**src/rtl/datapath.sv**
```systemverilog
// Execution stage behind the instruction controller: ADD/SUB in one step,
// shift-add MUL and restoring DIV over eight iterations, with a done pulse.
module datapath #(
   parameter int WIDTH = 16
) (
   input  logic             clk,
   input  logic             reset,
   input  logic             enable,
   input  logic [3:0]       opcode,
   input  logic [7:0]       a,
   input  logic [7:0]       b,
   output logic [WIDTH-1:0] result,
   output logic             done,
   output logic             busy,
   output logic             div_by_zero
);

   typedef enum logic [1:0] {
      ST_IDLE = 2'd0,
      ST_RUN  = 2'd1,
      ST_DONE = 2'd2
   } state_t;

   localparam logic [1:0] OP_ADD = 2'd0;
   localparam logic [1:0] OP_SUB = 2'd1;
   localparam logic [1:0] OP_MUL = 2'd2;
   localparam logic [1:0] OP_DIV = 2'd3;

   state_t      state_r, state_nxt_s;
   logic        enable_q_r;
   logic [7:0]  a_r, b_r;
   logic [1:0]  op_r;
   logic [2:0]  cnt_r, cnt_nxt_s;
   logic [15:0] acc_r, acc_nxt_s;
   logic [15:0] result_r, result_nxt_s;
   logic        dbz_r, dbz_nxt_s;
   logic        start_s, single_s;
   logic [15:0] step_s;
   logic [8:0]  trial_s;
   logic [7:0]  rem_sub_s;

   assign start_s  = (state_r == ST_IDLE) && enable && !enable_q_r && (opcode <= 4'd3);
   assign single_s = (op_r == OP_ADD) || (op_r == OP_SUB) || ((op_r == OP_DIV) && (b_r == 8'd0));

   // State register
   always_ff @(posedge clk) begin
      if (reset) begin
         state_r <= ST_IDLE;
      end else begin
         state_r <= state_nxt_s;
      end
   end

   // Next-state decode
   always_comb begin
      state_nxt_s = state_r;
      case (state_r)
         ST_IDLE: begin
            if (start_s) state_nxt_s = ST_RUN;
            else         state_nxt_s = ST_IDLE;
         end
         ST_RUN: begin
            if (single_s || (cnt_r == 3'd7)) state_nxt_s = ST_DONE;
            else                             state_nxt_s = ST_RUN;
         end
         ST_DONE: state_nxt_s = ST_IDLE;
         default: state_nxt_s = ST_IDLE;
      endcase
   end

   // One multi-cycle iteration; DIV keeps {remainder, quotient} in the accumulator
   always_comb begin
      step_s    = acc_r;
      trial_s   = {acc_r[15:8], a_r[3'd7 - cnt_r]};
      rem_sub_s = trial_s[7:0] - b_r;
      case (op_r)
         OP_MUL: begin
            if (b_r[cnt_r]) step_s = acc_r + ({8'd0, a_r} << cnt_r);
            else            step_s = acc_r;
         end
         OP_DIV: begin
            if (trial_s >= {1'b0, b_r}) step_s = {rem_sub_s, acc_r[6:0], 1'b1};
            else                        step_s = {trial_s[7:0], acc_r[6:0], 1'b0};
         end
         default: step_s = acc_r;
      endcase
   end

   // Datapath next values
   always_comb begin
      cnt_nxt_s    = cnt_r;
      acc_nxt_s    = acc_r;
      result_nxt_s = result_r;
      dbz_nxt_s    = dbz_r;
      if (start_s) begin
         cnt_nxt_s = 3'd0;
         acc_nxt_s = 16'd0;
         dbz_nxt_s = 1'b0;
      end else if (state_r == ST_RUN) begin
         if (single_s) begin
            case (op_r)
               OP_ADD:  result_nxt_s = {8'd0, a_r} + {8'd0, b_r};
               OP_SUB:  result_nxt_s = {8'd0, a_r} - {8'd0, b_r};
               OP_DIV: begin
                  result_nxt_s = {a_r, 8'hFF};
                  dbz_nxt_s    = 1'b1;
               end
               default: result_nxt_s = result_r;
            endcase
         end else begin
            acc_nxt_s = step_s;
            if (cnt_r == 3'd7) begin
               // final iteration commits on the same edge as the move to DONE
               result_nxt_s = step_s;
               cnt_nxt_s    = 3'd0;
            end else begin
               cnt_nxt_s = cnt_r + 3'd1;
            end
         end
      end else begin
         cnt_nxt_s = cnt_r;
      end
   end

   // Datapath registers and operand capture
   always_ff @(posedge clk) begin
      if (reset) begin
         enable_q_r <= 1'b0;
         a_r        <= 8'd0;
         b_r        <= 8'd0;
         op_r       <= 2'd0;
         cnt_r      <= 3'd0;
         acc_r      <= 16'd0;
         result_r   <= 16'd0;
         dbz_r      <= 1'b0;
      end else begin
         enable_q_r <= enable;
         if (start_s) begin
            a_r  <= a;
            b_r  <= b;
            op_r <= opcode[1:0];
         end
         cnt_r    <= cnt_nxt_s;
         acc_r    <= acc_nxt_s;
         result_r <= result_nxt_s;
         dbz_r    <= dbz_nxt_s;
      end
   end

   assign result      = WIDTH'(result_r);
   assign div_by_zero = dbz_r;
   assign done        = (state_r == ST_DONE);
   assign busy        = (state_r != ST_IDLE);

endmodule

```
**config.mk**
```make
export PLATFORM = sky130hd
export DESIGN_NAME = datapath
export DESIGN_NICKNAME = d
export VERILOG_FILES = /design/src/rtl/datapath.sv
export SDC_FILE = /design/constraint.sdc
export NUM_CORES = 1
export LEC_CHECK = 0
export BUFFER_PORTS_ARGS = -buffer_cell sky130_fd_sc_hd__buf_4
export CORE_UTILIZATION = 52
export CTS_CLUSTER_SIZE = 24
export DETAILED_ROUTE_END_ITERATION = 8
export PLACE_DENSITY = 0.74
export RECOVER_POWER = 100
export SKIP_CTS_REPAIR_TIMING = 1
export SLEW_MARGIN = 20
export SYNTH_ARGS = -nofsm -noshare
export SYNTH_HDL_FRONTEND = slang
export SYNTH_SLANG_ARGS = --single-unit
export TNS_END_PERCENT = 5
```
**constraint.sdc**
```tcl
create_clock -name clk -period 3.3 [get_ports clk]
set_clock_uncertainty 0.15 [all_clocks]
set_input_delay 0.33 -clock clk [delete_from_list [all_inputs] [get_ports clk]]
set_output_delay 0.33 -clock clk [all_outputs]
set_load 0.01 [all_outputs]
```
=== Yosys cells after proc, flatten, opt, wreduce, memory -nomap -nowiden ===
Index checks and enable logic that the tools add are counted.

* $add $sub $neg: 6
* Order comparisons: 4
* Equal/unequal tests: 7
* Shift-type cells: 1
* Mux-type cells: 14
* Bitwise logic cells: 2
* Reduce and logical (&&, ||, !) cells: 17

{| class="wikitable"
|+ Operators with widths
! cell !! number
|-
| 16-bit two-way mux || 4
|-
| 16-bit case mux with 3 select lines || 1
|-
| 16-bit case mux with 2 select lines || 1
|-
| 16-bit adder || 1
|-
| 8-bit by 3-bit left shift with 16-bit output || 1
|-
| 8-bit by 8-bit adder with 9-bit output || 1
|-
| 9-bit by 8-bit greater-or-equal comparator with 1-bit output || 1
|-
| 8-bit by 8-bit subtractor with 9-bit output || 1
|-
| 8-bit logical NOT || 1
|-
| 3-bit by 4-bit less-than comparator with 1-bit output, second input constant || 2
|-
| 8-bit subtractor || 1
|-
| 1-bit binary-select mux with 3-bit select || 2
|-
| 2-bit equality test, second input constant || 3
|-
| 2-bit by 1-bit equality test with 1-bit output, second input constant || 2
|-
| 4-bit by 2-bit less-or-equal comparator with 1-bit output, second input constant || 1
|-
| 1-bit logical AND || 4
|-
| 2-bit logical NOT || 2
|-
| 4-bit by 1-bit inequality test with 1-bit output, second input constant || 1
|-
| 2-bit case mux with 2 select lines || 1
|-
| 4-bit AND reduction || 1
|-
| 2-bit nonzero test || 2
|-
| 3-bit by 1-bit adder with 3-bit output, second input constant || 1
|-
| 3-bit equality test, second input constant || 1
|-
| 1-bit logical OR || 3
|-
| 9 further kinds || 12
|}

* Register bits: 57
* Input port bits: 23

=== Depth between registers and ports, before layout ===
Gate-level depths: netlist (run 1).

* Depth after elaboration: 8
* Mapped depth: 14
* Gate-level depth less buffers: 13

=== Worst setup path before layout (run 1) ===
Ideal clock, no wire load.

* Path kind: register to register
* Start: register cnt_r[1]
* End: register result_r[14], in the netlist result[14]
* Arrival time: 3.028 ns
* Setup slack: -0.015 ns
* Cell stages (with the launch flop): 15
* Buffers on the path: 1
* Clock period less this slack: 3.315 ns
* Cell sequence: dfxtp_1 > buf_2 > mux2_2 > mux2_2 > mux2i_1 > ha_1 > inv_1 > fa_1 > a211oi_1 > o21bai_1 > a21oi_1 > xnor2_1 > o211a_1 > a221oi_1 > a211oi_1

* Longest elaborated chain between the ends: 8
* Elaborated cells between the ends (all ways): 17
* Those cells by class: 3 x add/sub; 1 x order compare; 1 x eq/ne; 1 x shift; 9 x mux; 2 x reduce/logical

{| class="wikitable"
|+ RTL lines
! what !! RTL line !! text
|-
| start: declaration || 33 || <nowiki>logic [2:0] cnt_r, cnt_nxt_s;</nowiki>
|-
| start signal: assignment || 143 || <nowiki>cnt_r <= cnt_nxt_s;</nowiki>
|-
| 3-bit subtractor || 74 || <nowiki>trial_s = {acc_r[15:8], a_r[3'd7 - cnt_r]};</nowiki>
|-
| 1-bit binary-select mux with 3-bit select || 74 ||
|-
| 1-bit two-way mux (not written as such) || 74 ||
|-
| 8-bit subtractor / 9-bit by 8-bit greater-or-equal comparator with 1-bit output (equally long branches) || 75, 82 ||
|-
| 16-bit two-way mux || 82 || <nowiki>if (trial_s >= {1'b0, b_r}) step_s = {rem_sub_s, acc_r[6:0], 1'b1};</nowiki>
|-
| 16-bit case mux with 2 select lines || 76 || <nowiki>case (op_r)</nowiki>
|-
| 16-bit two-way mux || 112 || <nowiki>if (cnt_r == 3'd7) begin</nowiki>
|-
| 16-bit two-way mux || 100 || <nowiki>if (single_s) begin</nowiki>
|-
| end signal: assignment || 145 || <nowiki>result_r <= result_nxt_s;</nowiki>
|-
| end: declaration || 35 || <nowiki>logic [15:0] result_r, result_nxt_s;</nowiki>
|}

Parallel ways exist; a longest one is shown, timed or not. The select of a mux whose other input is x is not followed.
A chain may end at the register's enable or synchronous reset.

=== Final worst setup path (run 1) ===
* Start: register cnt_r[1]
* End: register acc_r[15]

* Longest elaborated chain between the ends: 6
* Elaborated cells between the ends (all ways): 12
* Those cells by class: 3 x add/sub; 1 x order compare; 1 x shift; 7 x mux

{| class="wikitable"
|+ RTL lines
! what !! RTL line !! text
|-
| 3-bit subtractor || 74 ||
|-
| 1-bit binary-select mux with 3-bit select || 74 ||
|-
| 1-bit two-way mux (not written as such) || 74 ||
|-
| 8-bit subtractor / 9-bit by 8-bit greater-or-equal comparator with 1-bit output (equally long branches) || 75, 82 ||
|-
| 16-bit two-way mux || 82 ||
|-
| 16-bit case mux with 2 select lines (*) || 76 ||
|-
| end signal: assignment || 144 || <nowiki>acc_r <= acc_nxt_s;</nowiki>
|-
| end: declaration || 34 || <nowiki>logic [15:0] acc_r, acc_nxt_s;</nowiki>
|}

Every way passes the cells marked *; elsewhere a longest branch is shown, timed or not. The select of a mux whose other input is x is not followed.

==> results_dict.tcl, run 1 <==
set metrics [dict create \
    drtIter0Drc 567 \
    cp.required_ns 3.42 \
    rsz0062_at_grt "yes" \
    die_w_um 97.5 \
    grt_pass1_vias 4760 \
    syn-cell-area_sq_um 4750 \
    drv_slew 0 \
    grt_pass1_wl_um 24400 \
    io_pins 42 \
    path_clk_slew_ns 0.07 \
    path_class "reg -> reg" \
    insertion_delay_ns 0.35 \
    vias 5141 \
    crit_path_start "cnt_r[1]$_SDFFE_PP0P_" \
    cp-endpoint "acc_r[15]$_SDFFE_PP0P_" \
    startpoint_type "flop" \
    vdd_drop_max_uv 256 \
    antenna_cells 0 \
    firstDrtPassIters 6 \
    synth_nets 681 \
    yosys.area_share.xor_xnor 0.0461 \
    combPwrFrac 0.149 \
    synth_edf_count 0 \
    seq_area_frac_synth 0.240 \
    drt-wirelength-per-cell_um 20.0 \
    outcome "completed" \
    start_util 0.542 \
    cts_tree "done" \
    crit_fanout 7 \
    p_leak_uw 0.00230 \
    grt_max_degree 30 \
    synth-simple-area-share 0.192 \
    avgViaCountPerCell 6.47 \
    synth.distinct_cells 66 \
    synthAdderAreaFrac 0.125 \
    drive_gt1_frac 0.195 \
    cp.arrival_ns 3.39 \
    wirelength_um 15900 \
    synth.area.mux_share 0.0677 \
    maxCapViolations 0 \
    syn_inst 613 \
    synth_ff_type "dfxtp_1" \
    synth_top_family_by_area "compound AO/OA/AOI/OAI gates" \
    gp_congestion 0.970 \
    numCtsBuffers 9 \
    powerDensity_nw_per_um2 313 \
    synth-seq-cells 57 \
    synth_compound_area_frac 0.279 \
    groute.usage.overall 0.325 \
    reg2reg_slack_ns 0.03 \
    portBuffers 41 \
    tightest_slew_ns 0.965 \
    ys_warn_count 0 \
    hold_path_class "in -> reg" \
    hold_violations 0 \
    intPower_uw 1340 \
    r2r-end "acc_r[15]$_SDFFE_PP0P_" \
    setup_ws_ns 0.0281 \
    area_growth_pct 22.1 \
    ant_nets 0 \
    nets 749 \
    worstRegToRegCells 12 \
    slew_headroom 0.353 \
    core.rowCount 34 \
    max_freq_ghz 0.306 \
    finalCritPeriodShare 0.991 \
    p_switching_uw 476 \
    r2r-start "cnt_r[1]$_SDFFE_PP0P_" \
    cts-root-buf "clkbuf_8" \
    antenna_found_initial 0 \
    overflow 0 \
    p_clk_frac 0.459 \
    dieArea_sq_um 9520 \
    avgSynthCellArea_sq_um 7.74 \
    finalSetupViolCount 0 \
    dp_slack_ns -0.220 \
    ctsHtreeMaxLevel 3 \
    drc_errors 0 \
    seqPwrFrac 0.392 \
    synth-async-reset-ratio 0 \
    hpwlAfterDp_um 11700 \
    die_y_um 97.5 \
    finalCriticalPeriod_ns 3.27 \
    cts.sinks 57 \
    clk_path_buf_depth 2 \
    coreArea_sq_um 8760 \
    crit_path_end_kind "flop" \
    switching_share 0.263 \
    fin_util 0.661 \
]
[area by class of cell]
type	instances	area (sq um)
flip-flops and latches	57	1140
well taps	108	135
clock inverters	5	103
multi-input cells	500	3600
fillers	749	2970
inverters	26	97.6
repair buffers	87	576
clock buffers	11	141
[cells in the mapped netlist (all sizes together), types with 2 or more instances]
cell type | number | area, sq um
a2111oi | 2 | 17.5
a211oi | 15 | 123
a21o | 9 | 67.6
a21oi | 79 | 399
a221oi | 7 | 61.3
a22o | 2 | 17.5
a22oi | 2 | 15.0
a311oi | 2 | 17.5
a31oi | 5 | 31.3
a32oi | 3 | 26.3
and2 | 9 | 56.3
and3 | 6 | 37.5
buf | 12 | 71.3
clkbuf | 18 | 67.6
dfxtp | 57 | 1140
fa | 4 | 80.1
ha | 41 | 513
inv | 25 | 93.8
mux2 | 8 | 93.8
mux2i | 17 | 183
mux4 | 2 | 45.0
nand2 | 77 | 289
nand2b | 11 | 68.8
nand3 | 15 | 75.1
nand3b | 4 | 30.0
nand4 | 3 | 18.8
nor2 | 35 | 131
nor2b | 7 | 43.8
nor3 | 13 | 75.1
nor4 | 4 | 25.0
o2111ai | 2 | 17.5
o211a | 2 | 20.0
o211ai | 6 | 45.0
o21a | 2 | 15.0
o21ai | 45 | 236
o21bai | 4 | 30.0
o221ai | 3 | 26.3
o22ai | 8 | 50.1
o31ai | 4 | 30.0
or2 | 3 | 18.8
or3 | 3 | 18.8
xnor2 | 15 | 131
xor2 | 10 | 87.6
[critical path: stages, from the launching register on]
cell	delay, ns
dfxtp_4	0.38
buf_6	0.16
mux2i_4	0.28
mux2_2	0.20
o22ai_1	0.09
ha_1	0.42
nand4_1	0.26
nand2_1	0.18
a31oi_2	0.12
buf_4	0.16
a2111o_1	0.41
o31a_1	0.25
o22ai_1	0.14
[power by group through the flow]
stage / combinational [uW] / sequential (uW) / clock (uW)
after floorplan: 162 / 727 / 0
after global placement: 253 / 726 / 0
after detailed placement: 257 / 726 / 0
after CTS: 259 / 710 / 825
after global routing: 288 / 712 / 860
final: 269 / 711 / 832
[kinds of logic after synthesis]
family / count (synthesis)
compound gates: 210
xor+xnor: 25
fa+ha+maj: 45
buf+inv: 56
flops: 57
mux: 27
simple gates: 193
[layer usage]
layer	global-route usage	wire [um]	part of all wire	vias to the layer above
met5	0	0	0	-
met4	0.163	763	0.048	0
met3	0.0424	1340	0.085	62
met2	0.506	7060	0.44	290
met1	0.440	6710	0.42	2402
li1	-	-	-	2387
[worst min-delay path by stage]
| stage | start | slack, ns | to | cells after the start |
|---|---|---|---|---|
| floorplan | state_r[1]$_SDFF_PP0_ | 0.28 | state_r[0]$_SDFF_PP0_ | 1 |
| global placement | state_r[1]$_SDFF_PP0_ | 0.30 | state_r[0]$_SDFF_PP0_ | 1 |
| detailed placement | result[0]$_SDFFE_PP0P_ | 0.31 | result[0]$_SDFFE_PP0P_ | 2 |
| CTS | enable | 0.07 | enable_q_r$_SDFF_PP0_ | 2 |
| global route | b[1] | 0.07 | b_r[1]$_SDFFE_PP0P_ | 3 |
| finish | enable | 0.06 | enable_q_r$_SDFF_PP0_ | 2 |
[flip-flops by register name, indices dropped and copies added, names as in the netlist, 2 cells and up]
name and cells:
acc_r 16, result 16, a_r 8, b_r 8, cnt_r 3, op_r 2, state_r 2
[metrics by stage]
stage / area [sq um] / total power [uW] / cells / hold slack (ns) / setup TNS [ns]
final: 5800 / 1810 / 794 / 0.0644 / 0
after global routing: 5800 / 1860 / 794 / 0.0700 / -0.487
after CTS: 5610 / 1790 / 790 / 0.0655 / -2.26
after detailed placement: 5370 / 983 / 774 / 0.314 / -1.72
after global placement: 5370 / 978 / 774 / 0.297 / -0.359
after floorplan: 4750 / 889 / 613 / 0.279 / 0
[layout by cell type, fill, tap and decap left out, types with 9 or more instances in the layout]
cell      netlist  layout
inv_1          24      25
a21oi_1        78      69
dfxtp_1        57      56
o21ai_1         6       9
mux2i_1        16      10
a21oi_2         1       9
clkbuf_8        0      10
a21o_1          9       9
nor3_1         11      11
nand2b_1       11      11
xnor2_1        15      14
xor2_1         10      10
nand2_1        77      76
ha_1           41      36
o21ai_0        38      34
nand3_1        15      15
a211oi_1       13      11
clkbuf_1       18      24
nor2_1         35      34
buf_4           0      60
No activity file was read; power rests on OpenSTA's default activity.
==> run 2: changes to the inputs <==
--- a/config.mk
+++ b/config.mk
@@ -7,6 +7,7 @@
 export LEC_CHECK = 0
 export BUFFER_PORTS_ARGS = -buffer_cell sky130_fd_sc_hd__buf_4
 export CORE_UTILIZATION = 52
+export CTS_BUF_LIST = sky130_fd_sc_hd__clkbuf_4 sky130_fd_sc_hd__clkbuf_8
 export CTS_CLUSTER_SIZE = 24
 export DETAILED_ROUTE_END_ITERATION = 8
 export PLACE_DENSITY = 0.74
==> run 2 against run 1 <==
- sequential power barely moved
- register-to-register slack got worse by 0.02 ns
- combinational power barely moved
- cell area barely moved
- via count rose by 0.23%
- maximum frequency fell by 0.67%
- critical path depth did not move
- clock power rose by 0.8%
- largest cell class unchanged
==> results_dict.tcl, run 2 (synthesis results as in run 1) <==
set metrics [dict create \
    outcome "completed" \
    tightest_slew_ns 0.959 \
    path_clk_slew_ns 0.07 \
    design_area_sq_um 5800 \
    avgViaCountPerCell 6.49 \
    gp_congestion 0.970 \
    p_leak_uw 0.00230 \
    crit_fanout 7 \
    grt_use_met1 0.440 \
    grt_pass1_vias 4760 \
    crit_path_end_kind "flop" \
    finalCritPeriodShare 0.998 \
    vias 5153 \
    nets 749 \
    grtUsageMet3 0.0424 \
    powerDensity_nw_per_um2 314 \
    dp.cells 774 \
    hold_path_class "in -> reg" \
    ctsHtreeMaxLevel 3 \
    overflow 0 \
    start_util 0.542 \
    area_growth_pct 22.2 \
    cp.arrival_ns 3.42 \
    wirelength_um 15900 \
    drv_slew 0 \
    cts_tree "done" \
    cts-root-buf "clkbuf_8" \
    startpoint_type "flop" \
    vdd_drop_max_uv 255 \
    dieArea_sq_um 9520 \
    antenna_found_initial 0 \
    final_common_cell "nand2_1" \
    io_pins 42 \
    rsz0062_at_grt "yes" \
    layout_common_cells "nand2_1 (76), a21oi_1 (69), buf_4 (60)" \
    busiest_layer "met2" \
    clk_path_buf_depth 2 \
    hpwlAfterDp_um 11700 \
    groute.usage.overall 0.325 \
    numCtsBuffers 9 \
    core.rowCount 34 \
    maxCapViolations 0 \
    die_w_um 97.5 \
    ant_nets 0 \
    met2_usage 0.506 \
    dpl_cell_area_sq_um 5370 \
    cp.required_ns 3.42 \
    slew_headroom 0.357 \
    antenna_cells 0 \
    grt_max_degree 30 \
    drtIter0Drc 567 \
    firstDrtPassIters 6 \
    hold_violations 0 \
    coreArea_sq_um 8760 \
    max_freq_ghz 0.304 \
    drc_errors 0 \
    drt-wirelength-per-cell_um 20.1 \
    die_y_um 97.5 \
    grt_pass1_wl_um 24400 \
    layout.cells.non_filler 794 \
    finalCriticalPeriod_ns 3.29 \
    insertion_delay_ns 0.35 \
    drive_gt1_frac 0.197 \
    path_class "reg -> reg" \
    finalSetupViolCount 0 \
    cts.sinks 57 \
    portBuffers 41 \
]
run 2: path summary, 6_finish.rpt:
kind                                             start                     end  slack (ns)  cells after the start
worst max register to register   cnt_r[1]$_SDFFE_PP0P_  acc_r[15]$_SDFFE_PP0P_       0.006                     12
worst min-delay path                            enable   enable_q_r$_SDFF_PP0_        0.06                      2
worst max-delay path             cnt_r[1]$_SDFFE_PP0P_  acc_r[15]$_SDFFE_PP0P_       0.006                     12
worst min register to register  result[0]$_SDFFE_PP0P_  result[0]$_SDFFE_PP0P_        0.32                      2
run 2: layer usage:
metal	wire [um]	up-vias
met5	0	-
met4	705	0
met3	1410	60
met2	7130	298
met1	6680	2410
li1	-	2385
run 2: report_power, final:
part | total, uW | internal, uW | leakage (uW) | switching (uW)
Combinational | 269 | 116 | 0.00171 | 153
Sequential | 711 | 699 | 0.000462 | 12.2
Clock | 839 | 530 | 0.000123 | 310
Total | 1820 | 1340 | 0.00230 | 475
run 2: worst max-delay path, cell delays in order, from the launching register on:
cell	delay, ns
dfxtp_4	0.38
buf_6	0.16
mux2i_4	0.28
mux2_2	0.20
o22ai_1	0.09
ha_1	0.42
nand4_1	0.27
nand2_1	0.18
a31oi_2	0.12
buf_4	0.16
a2111o_1	0.41
o31a_1	0.25
o22ai_1	0.14
run 2: final cells by class:
type	instances	area [sq um]
clock buffers	11	145
well taps	108	135
repair buffers	87	576
fillers	748	2960
clock inverters	5	103
flip-flops and latches	57	1140
multi-input cells	500	3600
inverters	26	97.6
run 2: per-stage QoR:
stage	TNS, ns	util	power, uW	hold slack [ns]	setup slack [ns]
global placement	-0.359	0.613	978	0.297	-0.107
detailed placement	-1.72	0.613	983	0.314	-0.220
CTS	-2.26	0.641	1800	0.0655	-0.261
finish	0	0.662	1820	0.0650	0.00590
global route	-0.491	0.662	1870	0.0700	-0.0768
floorplan	0	-	889	0.279	0.00191
==> run 3: changes to the inputs <==
--- a/config.mk
+++ b/config.mk
@@ -6,12 +6,13 @@
 export NUM_CORES = 1
 export LEC_CHECK = 0
 export BUFFER_PORTS_ARGS = -buffer_cell sky130_fd_sc_hd__buf_4
+export CORE_MARGIN = 5
 export CORE_UTILIZATION = 52
 export CTS_BUF_LIST = sky130_fd_sc_hd__clkbuf_4 sky130_fd_sc_hd__clkbuf_8
 export CTS_CLUSTER_SIZE = 24
 export DETAILED_ROUTE_END_ITERATION = 8
 export PLACE_DENSITY = 0.74
-export RECOVER_POWER = 100
+export RECOVER_POWER = 25
 export SKIP_CTS_REPAIR_TIMING = 1
 export SLEW_MARGIN = 20
 export SYNTH_ARGS = -nofsm -noshare
==> run 3 against run 2 <==
- wire length grew 5.6%
- power is 0.86% higher
- register-to-register slack gained 0.04 ns
- final cell count is 0.13% higher
- sequential power hardly changed
- critical path type unchanged
- largest cell class unchanged
==> results_dict.tcl, run 3 (synthesis results as in run 1) <==
set metrics [dict create \
    drt-wirelength-per-cell_um 21.2 \
    max_freq_ghz 0.307 \
    drc_errors 0 \
    hpwlAfterDp_um 12600 \
    fillers 770 \
    cts_tree "done" \
    switching_share 0.265 \
    drv_slew 0 \
    cts-root-buf "clkbuf_8" \
    gp_congestion 0.963 \
    vias 5129 \
    tightest_slew_ns 0.875 \
    cp.arrival_ns 3.31 \
    antenna_found_initial 0 \
    dr.max_layer_used "met4" \
    finalCriticalPeriod_ns 3.26 \
    layout_common_cells "nand2_1 (76), a21oi_1 (73), buf_4 (73)" \
    antenna_cells 0 \
    nets 750 \
    clk_path_buf_depth 2 \
    crit_fanout 7 \
    startpoint_type "flop" \
    grt_max_degree 30 \
    p_switching_uw 486 \
    met1Wirelength_um 7150 \
    groute.usage.overall 0.296 \
    wl_met2_um 7190 \
    insertion_delay_ns 0.35 \
    core.rowCount 34 \
    coreArea_sq_um 8810 \
    drtIter0Drc 541 \
    wl_met3_um 1640 \
    firstDrtPassIters 6 \
    finalCritPeriodShare 0.987 \
    combPwrFrac 0.149 \
    hold_violations 0 \
    portBuffers 41 \
    die_w_um 106 \
    start_util 0.539 \
    avgViaCountPerCell 6.45 \
    layout.cells.non_filler 795 \
    p_clk_frac 0.462 \
    vdd_drop_max_uv 363 \
    seqPwrFrac 0.389 \
    hold_path_class "in -> reg" \
    ant_nets 0 \
    numCtsBuffers 9 \
    final_common_cell "nand2_1" \
    dp.cells 773 \
    crit_path_end_kind "flop" \
    ctsHtreeMaxLevel 3 \
    rsz0062_at_grt "yes" \
    die_y_um 106 \
    multi_input_area_sq_um 3480 \
    finalSetupViolCount 0 \
    io_pins 42 \
    grt_pass1_vias 4815 \
    seq_area_sq_um 1150 \
    overflow 0 \
    p_leak_uw 0.00233 \
    outcome "completed" \
    path_class "reg -> reg" \
    path_clk_slew_ns 0.07 \
    area_growth_pct 20.6 \
    dieArea_sq_um 11100 \
    powerDensity_nw_per_um2 320 \
    intPower_uw 1350 \
    cts.sinks 57 \
    slew_headroom 0.414 \
    drive_gt1_frac 0.195 \
    grt_pass1_wl_um 26000 \
    fin_util 0.650 \
    wirelength_um 16800 \
    maxCapViolations 0 \
    cp.required_ns 3.36 \
]
run 3: per-layer routing:
layer,global-route usage,up-vias
met4,0.140,0
li1,-,2374
met1,0.412,2350
met3,0.0507,69
met2,0.445,336
met5,0,-
run 3: path summary, 6_finish.rpt:
| check | from | end | slack, ns | cells past startpoint |
|---|---|---|---|---|
| max reg2reg | cnt_r[1]$_SDFFE_PP0P_ | acc_r[11]$_SDFFE_PP0P_ | 0.04 | 12 |
| min reg2reg | state_r[1]$_SDFF_PP0_ | state_r[0]$_SDFF_PP0_ | 0.33 | 1 |
| min | enable | enable_q_r$_SDFF_PP0_ | 0.08 | 2 |
| max | cnt_r[1]$_SDFFE_PP0P_ | acc_r[11]$_SDFFE_PP0P_ | 0.04 | 12 |
run 3: critical path: stages (launching register included):
cell and delay, ns:
dfxtp_4 0.37, mux2_2 0.35, mux2_4 0.27, mux2i_2 0.18
ha_2 0.31, nor2b_1 0.12, o21ai_1 0.11, a221oi_1 0.28
buf_4 0.23, mux2i_1 0.20, a21oi_1 0.09, a21oi_1 0.34
a21oi_1 0.12
run 3: area by class of cell:
class,instances,area share
tap,108,0.0236
multi-input combinational,500,0.608
timing repair buffer,88,0.107
clock buffer,11,0.0253
clock inverter,5,0.0179
sequential,57,0.200
inverter,26,0.0170
run 3: stage by stage:
stage                     hold WS, ns  TNS, ns  setup slack, ns  total power (uW)  cell area, sq um
after CTS                      0.0742   -0.216          -0.0690              1810              5610
after global routing           0.0796   -0.562          -0.0855              1880              5730
after global placement          0.305        0           0.0438               983              5360
after detailed placement        0.304  -0.0615          -0.0257               987              5360
final                          0.0789        0           0.0435              1830              5730
after floorplan                 0.279        0          0.00191               889              4750
run 3: power groups by stage:
stage / logic [uW] / clock network (uW) / registers (uW)
after CTS: 260 / 841 / 713
after floorplan: 162 / 0 / 727
after global routing: 294 / 869 / 714
after global placement: 255 / 0 / 729
after detailed placement: 258 / 0 / 729
final: 274 / 848 / 713
